--- config.mk ---
export PLATFORM = sky130hd
export DESIGN_NAME = priority_irq_controller
export DESIGN_NICKNAME = d
export VERILOG_FILES = /design/src/rtl/priority_irq_pkg.sv /design/src/rtl/priority_generic_encoder.sv /design/src/rtl/priority_irq_controller.sv
export SDC_FILE = /design/constraint.sdc
export NUM_CORES = 1
export LEC_CHECK = 0
export CAP_MARGIN = 20
export CORE_ASPECT_RATIO = 2
export CORE_MARGIN = 2
export CORE_UTILIZATION = 40
export CTS_CLUSTER_SIZE = 30
export DETAILED_ROUTE_END_ITERATION = 8
export HOLD_SLACK_MARGIN = 0.1
export MAX_ROUTING_LAYER = met4
export PLACE_DENSITY = 0.75
export SETUP_SLACK_MARGIN = 0.1
export SYNTH_ARGS = -nofsm -noshare
export SYNTH_HDL_FRONTEND = slang
export SYNTH_HIERARCHICAL = 1
export SYNTH_SLANG_ARGS = --single-unit
--- constraint.sdc ---
create_clock -name clk -period 2 [get_ports clk]
set_input_delay 0.3 -clock clk [delete_from_list [all_inputs] [get_ports clk]]
set_output_delay 0.3 -clock clk [all_outputs]
set_load 0.005 [all_outputs]
--- src/rtl/priority_irq_pkg.sv ---
// Shared types and sizing helpers for the priority interrupt controller and its encoder.
package priority_irq_pkg;

    localparam int IRQ_N_DEFAULT = 24;

    function automatic int irq_id_width(input int n);
        return (n > 1) ? $clog2(n) : 1;
    endfunction

    typedef enum logic {
        IDLE    = 1'b0,
        PRESENT = 1'b1
    } irq_state_e;

endpackage

--- src/rtl/priority_generic_encoder.sv ---
// Combinational priority encoder: highest set request index wins; any_o flags a valid index.
module priority_generic_encoder
    import priority_irq_pkg::*;
#(
    parameter  int N   = IRQ_N_DEFAULT,
    localparam int IDW = irq_id_width(N)
) (
    input  logic [N-1:0]   req_i,
    output logic [IDW-1:0] idx_o,
    output logic           any_o
);

    always_comb begin
        // NOTE: defaults first so every path assigns both outputs and no latch is inferred.
        idx_o = '0;
        any_o = 1'b0;
        for (int k = 0; k < N; k++) begin
            if (req_i[k]) begin
                idx_o = IDW'(k);
                any_o = 1'b1;
            end
        end
    end

endmodule

--- src/rtl/priority_irq_controller.sv ---
// Interrupt front-end: pending/mask, priority pick, registered index on a valid/ready handshake.
// Define PRIORITY_IRQ_LEVEL_MODE_EN for level-sensitive pending instead of edge latching.
module priority_irq_controller
    import priority_irq_pkg::*;
#(
    parameter  int N   = IRQ_N_DEFAULT,
    localparam int IDW = irq_id_width(N)
) (
    input  logic           clk,
    input  logic           rst,
    input  logic [N-1:0]   irq_in,
    input  logic [N-1:0]   mask,
    output logic           irq_valid,
    input  logic           irq_ready,
    output logic [IDW-1:0] irq_id,
    output logic           irq_any,
    output logic [N-1:0]   pending
);

    irq_state_e     state_q, state_d;
    logic [N-1:0]   pending_q, pending_d, eligible;
    logic [IDW-1:0] irq_id_q, irq_id_d, enc_idx;
    logic           irq_any_q, enc_any, handshake;

    assign eligible  = pending_q & mask;
    assign handshake = (state_q == PRESENT) && irq_ready;

    priority_generic_encoder #(.N(N)) u_encoder (
        .req_i (eligible),
        .idx_o (enc_idx),
        .any_o (enc_any)
    );

`ifdef PRIORITY_IRQ_LEVEL_MODE_EN
    assign pending_d = irq_in;
`else
    logic [N-1:0] irq_prev_q, rise, clr;

    assign rise      = irq_in & ~irq_prev_q;
    assign clr       = handshake ? (N'(1) << irq_id_q) : '0;
    // Rise is OR-ed in after the clear so a same-cycle re-request survives the acknowledge.
    assign pending_d = (pending_q & ~clr) | rise;

    // History resets to ones: lines already high when reset releases must not pend.
    always_ff @(posedge clk) begin
        if (rst) irq_prev_q <= '1;
        else     irq_prev_q <= irq_in;
    end
`endif

    always_ff @(posedge clk) begin
        // NOTE: non-blocking assignments for all state so every flop samples pre-edge values.
        if (rst) begin
            state_q   <= IDLE;
            pending_q <= '0;
            irq_id_q  <= '0;
            irq_any_q <= 1'b0;
        end else begin
            state_q   <= state_d;
            pending_q <= pending_d;
            irq_id_q  <= irq_id_d;
            irq_any_q <= |eligible;
        end
    end

    always_comb begin
        state_d = state_q;
        unique case (state_q)
            IDLE:    if (enc_any)   state_d = PRESENT;
            PRESENT: if (handshake) state_d = IDLE;
        endcase
    end

    // Capture only when something is eligible; the encoder's idle index is never used.
    always_comb begin
        irq_id_d  = irq_id_q;
        irq_valid = (state_q == PRESENT);
        if ((state_q == IDLE) && enc_any) irq_id_d = enc_idx;
    end

    assign irq_id  = irq_id_q;
    assign irq_any = irq_any_q;
    assign pending = pending_q;

endmodule

==> run summary <==
Synth Instances: 263
Crit Path Class: flop to flop
Pin count of the biggest net entering global routing: 54
Measured slew at the worst slew-check pin: 458.7 ps
Req. time, crit path: 2180 ps
Post-DRT Antenna Nets: 0
Sw Ratio: 24.80%
Crit path max fanout: 6
Clock Pin Slew Worst Setup and Hold Paths: 70 ps
Final setup violation count: 0
FF/Latch Area: 1106 µm²
First-pass GRT wire length: 11240 µm
Final HPWL DP: 5328 µm
R2R cell count: 7
Hold path cells: 2
Internal power: 2.027 mW
Total CTS buffers: 5
Status: finished clean
Final hold vios: 0
Syn_area_per_cell: 8.754 µm²
WHS: 478.9 ps
R2r endpoint: irq_id[1]
Max_slew headroom: 68.63%
CTS Hold Bufs: 0
Pleak: 1.505 nW
Hold path startpoint: irq_prev_q[22]
Core area: 5612 µm²
Placed cell area: 3473 µm²
Total clock sinks: 55
Initial core utilization: 41.03%
CP Capture Type: flop
End-of-flow core utilization: 65.84%
Final nets: 433
Hold EP: pending[22]
TritonCTS clock tree: yes
Root buf cell: clkbuf_16
DRC viols: 0
Worst Skew: 3.625 ps
Sequential Power Share: 45.5%
Post-Syn Area: 2302 µm²
Combinational power share: 21.9%
Share of cells above drive strength 1: 24.54%
Antenna diodes: 0
Routed WL: 6950 µm
Fin cells: 444
RSZ-0062 raised after global routing: true
RePlAce Congestion: 0.9109
Area leader, netlist: dfxtp_1
Reg2Reg Setup Slack: 70 ps
YS warnings: 6
Switching power: 668.4 µW
Worst min-delay path class: flop to flop
Clock power share: 32.6%
DIE HEIGHT: 111.3 µm
Pre-Repair DR Iteration Count: 4
Total of max-cap violations: 0
Cells after DPL: 430
Area of the multi-input gates: 1235 µm²
Minimum clock period: 1935 ps
Yosys cell types: 32
Via density: 5.189
I/O Pins: 82
P per Cell Area: 729.5 nW/µm²
Most frequent cells in the layout: clkdlybuf4s50_1 (77), dfxtp_1 (51), buf_4 (37), a21oi_1 (28)
Reg-to-Reg Start: pending[22]
Primary FF master, synth: dfxtp_1
Number of synthesized flops with an enable pin: 0
Drt initial violations: 68
Vias: 2304
Synth area leaders: dfxtp_1 (48%), nand2b_1 (7.3%), or2_2 (7.3%)
# rows: 39
Routed len/inst: 15.65 µm
Maximum clock rate: 516.9 MHz
WP data arrival: 2120 ps
Die area: 6415 µm²
Htree depth: 2
# fillers: 502
Max-slew violation count: 0
Mapped Nets: 314
Leading cell type in the layout, fill and taps excluded: clkdlybuf4s50_1
CTS max path bufs: 2
Yosys top cell area share: 47.83%
Sequential area share after synthesis: 47.83%
Synthesis-to-layout area growth: 60.49%
Vias in the first global route: 2434
Port-buffer cells: 81
Die W: 57.65 µm
Overall Global Routing Usage: 23.39%
Initial antenna violation count: 0
Post-synth ARST share: 0%
Max IR drop VDD: 0.7285 mV
Fin crit share: 96.74%
#FFs+latches synth: 55
Total grt overflow: 0
CP startpoint kind: flop
Clk Latency, worst-skew pair: 290 ps
Final Cell Area: 3695 µm²
[critical path, cell delays in order, from the launching register on]
cell and delay [ps]:
dfxtp_2 320, and2_4 140, nor4_4 300, nand3_2 120, or4_4 530, nor2b_4 170
mux2i_1 170, nor2_1 60
[kinds of logic (layout without fill, tap and decap cells)]
kind of cell	after synthesis	after routing	synth area share (%)
AND/OR/NAND/NOR	126	126	32.39
multiplexers	5	5	2.174
flip-flops	55	55	47.83
buffers and inverters	12	132	1.957
AO/OA/AOI/OAI	65	65	15.65
[metrics by stage]
| stage | TNS [ps] | power (mW) | setup slack, ps |
|---|---|---|---|
| final | 0 | 2.695 | 65.23 |
| after global routing | -16.33 | 2.808 | -8.743 |
| after CTS | 0 | 2.714 | 66.67 |
| after detailed placement | -2429 | 1.813 | -374.8 |
| after global placement | -2187 | 1.802 | -322.4 |
| after floorplan | 0 | 1.488 | 95.77 |
[per-layer routing]
metal	share of wire, %	up-vias	routed length (µm)	track usage (%)
li1	-	1148	-	-
met1	39	1045	2731	25.81
met2	51	89	3510	39.17
met4	4.0	0	275	10.70
met3	6.2	22	433	4.784
met5	0	-	0	-
[registers in the layout (all words and copies together), names as in the netlist]
register	cells
pending	24
irq_prev_q	24
irq_id	5
irq_any	1
irq_valid	1
[worst max path at each step]
stage	start	endpoint	slack [ps]	cells past startpoint
3_5_place_dp	mask[15]	irq_id[1]	-370	8
2_1_floorplan	mask[11]	irq_id[0]	100	8
6_report	pending[22]	irq_id[1]	70	7
4_1_cts	pending[22]	irq_id[3]	70	7
5_1_grt	pending[22]	irq_id[3]	-9	7
3_3_place_gp	mask[15]	irq_id[2]	-320	8
[what timing repair did]
| item | in CTS | in global routing |
|---|---|---|
| setup endpoints to repair | 7 | 7 |
| pin swaps | 8 | 1 |
| buffers inserted | 6 | 0 |
| resized for setup | 10 | 4 |
[area by class of cell]
type / count / area share (%)
Multi-Input combinational cell: 196 / 33.42
Timing Repair Buffer: 119 / 29.97
Sequential cell: 55 / 29.94
Clock buffer: 7 / 3.860
Tap cell: 61 / 2.066
Inverter: 5 / 0.5080
Clock inverter: 1 / 0.2370
[power groups by stage]
stage / Combinational, mW / Clock [mW] / Sequential (mW)
6_report: 0.589 / 0.880 / 1.23
5_1_grt: 0.637 / 0.935 / 1.24
4_1_cts: 0.587 / 0.901 / 1.23
3_3_place_gp: 0.560 / 0 / 1.24
3_5_place_dp: 0.565 / 0 / 1.25
2_1_floorplan: 0.249 / 0 / 1.24
[cells in the mapped netlist, types with 2 or more instances]
cell	instances
mux2i_1	5
nand2b_1	27
and2_1	22
clkbuf_1	7
or4_1	3
nor4_1	6
dfxtp_1	55
o31ai_1	2
a21oi_1	28
inv_1	5
and2_4	2
nor2_1	18
a211oi_1	2
nand2_1	8
nor2b_1	4
or2_2	27
nand4_1	2
o21ai_0	26
Power figures use the tool's default switching activity.
==> patch: new RTL, same settings <==
Change the package constant `IRQ_N_DEFAULT` from 24 to 36.
--- a/src/rtl/priority_irq_pkg.sv
+++ b/src/rtl/priority_irq_pkg.sv
@@ -1,7 +1,7 @@
 // Shared types and sizing helpers for the priority interrupt controller and its encoder.
 package priority_irq_pkg;
 
-    localparam int IRQ_N_DEFAULT = 24;
+    localparam int IRQ_N_DEFAULT = 36;
 
     function automatic int irq_id_width(input int n);
         return (n > 1) ? $clog2(n) : 1;
Ports: changed (resized irq_id, irq_in, mask and pending); port bits go from 82 to 119. No check against the original RTL was run, so the function may have changed too.
==> patch against the unedited design <==
- wire length rose by 62%
- first-iteration DRC count rose to 2.6 times the old value
- sequential share of layout area down 0.95 points
- non-clock buffer count grew 52
- final area is 50% higher
- power rose by 60%
- utilization up 1.5 points
- sequential cell count increased by 25
- register-to-register slack improved by 70 ps
- critical path depth grew 3
- synthesized area increased by 47%
- worst setup slack improved by 51 ps
==> patch: results (changes against the unedited design) <==
worst_setup_path:
  reg2reg_to: "irq_id[2]$_SDFFE_PP0P_"
  reg2reg_slack_ps: 140  # +70 ps
  worstReg2RegStart: "pending[14]$_SDFF_PP0_"
  cp_slowest_cell: "nor4_2"
  ff2ff_path_depth: 9  # +2
  cp_max_fo: 2  # -4
pwr:
  pwr-share-clk_pct: 37.8  # +5.2 points
  power_switching_uw: 1080  # +61%
  max-vdd-ir-drop_mv: 0.551  # -24%
  seq-power_uw: 1780  # +45%
timing:
  final.setup_skew_ps: 2.99  # -0.637 ps
  max_slew.worst_pin.slew_ps: 492  # +33.6 ps
global_routing:
  grt_use_total_pct: 24.7  # +1.3 points
  use_met2_pct: 44.4  # +5.2 points
  grt_pass1_wl_um: 17400  # +54%
  met1_usage_pct: 24.5  # -1.3 points
  first_global_vias: 3543  # +46%
  grt_max_degree: 37  # -31%
hold_path:
  whs_endpoint: "irq_valid$_SDFF_PP0_"
  worst_hold_startpoint: "rst"
drt:
  via_per_inst: 5.20  # +0.21%
  m1WireLength_um: 3950  # +45%
  dr_wl_met3_um: 436  # +0.69%
  wirelength_um: 11200  # +62%
cells_and_area:
  sh_seq_area_pct: 29.0  # -0.95 points
  nFillCells: 733  # +46%
  drive_gt1_share_pct: 25.3  # +0.72 points
  nClkBuffers: 11  # +4
  multi_input_area_um2: 1870  # +51%
  flops_and_latches: 80  # +45%
  n_all_buffers: 171  # +44%
  buffer_area_share_pct: 29.2  # -0.80 points
  nNonClkInverters: 8  # +3
  clkCellAreaFrac_pct: 5.40  # +1.3 points
synthesis:
  synth_fp_nets: 464  # +48%
  ys_seq_area_share_pct: 47.3  # -0.51 points
  synth_common_cells: "dfxtp_1, nand2b_1, a21oi_1, or2_2, and2_1"
place:
  dp_hpwl_um: 8780  # +65%
  routabilityCongestion: 0.922  # +1.3%
clock_network:
  numCtsBuffers: 9  # +4
  worstSkewPairLatency_ps: 340  # +50 ps
  post_cts.repair.setup_buffers: 3  # -3
status:
  outcome: "finished clean"
patch: per-stage QoR:
| step | cells | cell area, µm² | TNS (ps) |
|---|---|---|---|
| floorplan | 389 | 3390 | 0 |
| global placement | 643 | 5030 | -2610 |
| detailed placement | 643 | 5030 | -2400 |
| CTS | 662 | 5390 | 0 |
| global route | 664 | 5540 | 0 |
| finish | 664 | 5540 | 0 |
patch: how the worst max path moves through the flow:
| stage | from | end | slack (ps) | cells after the start |
|---|---|---|---|---|
| final | mask[14] | irq_id[2]$_SDFFE_PP0P_ | 120 | 10 |
| after detailed placement | mask[20] | irq_id[1]$_SDFFE_PP0P_ | -350 | 8 |
| after floorplan | pending[7]$_SDFF_PP0_ | irq_id[0]$_SDFFE_PP0P_ | 140 | 8 |
| after CTS | mask[16] | irq_id[0]$_SDFFE_PP0P_ | 100 | 10 |
| after global placement | mask[9] | irq_id[4]$_SDFFE_PP0P_ | -380 | 10 |
| after global routing | mask[24] | irq_id[0]$_SDFFE_PP0P_ | 40 | 10 |
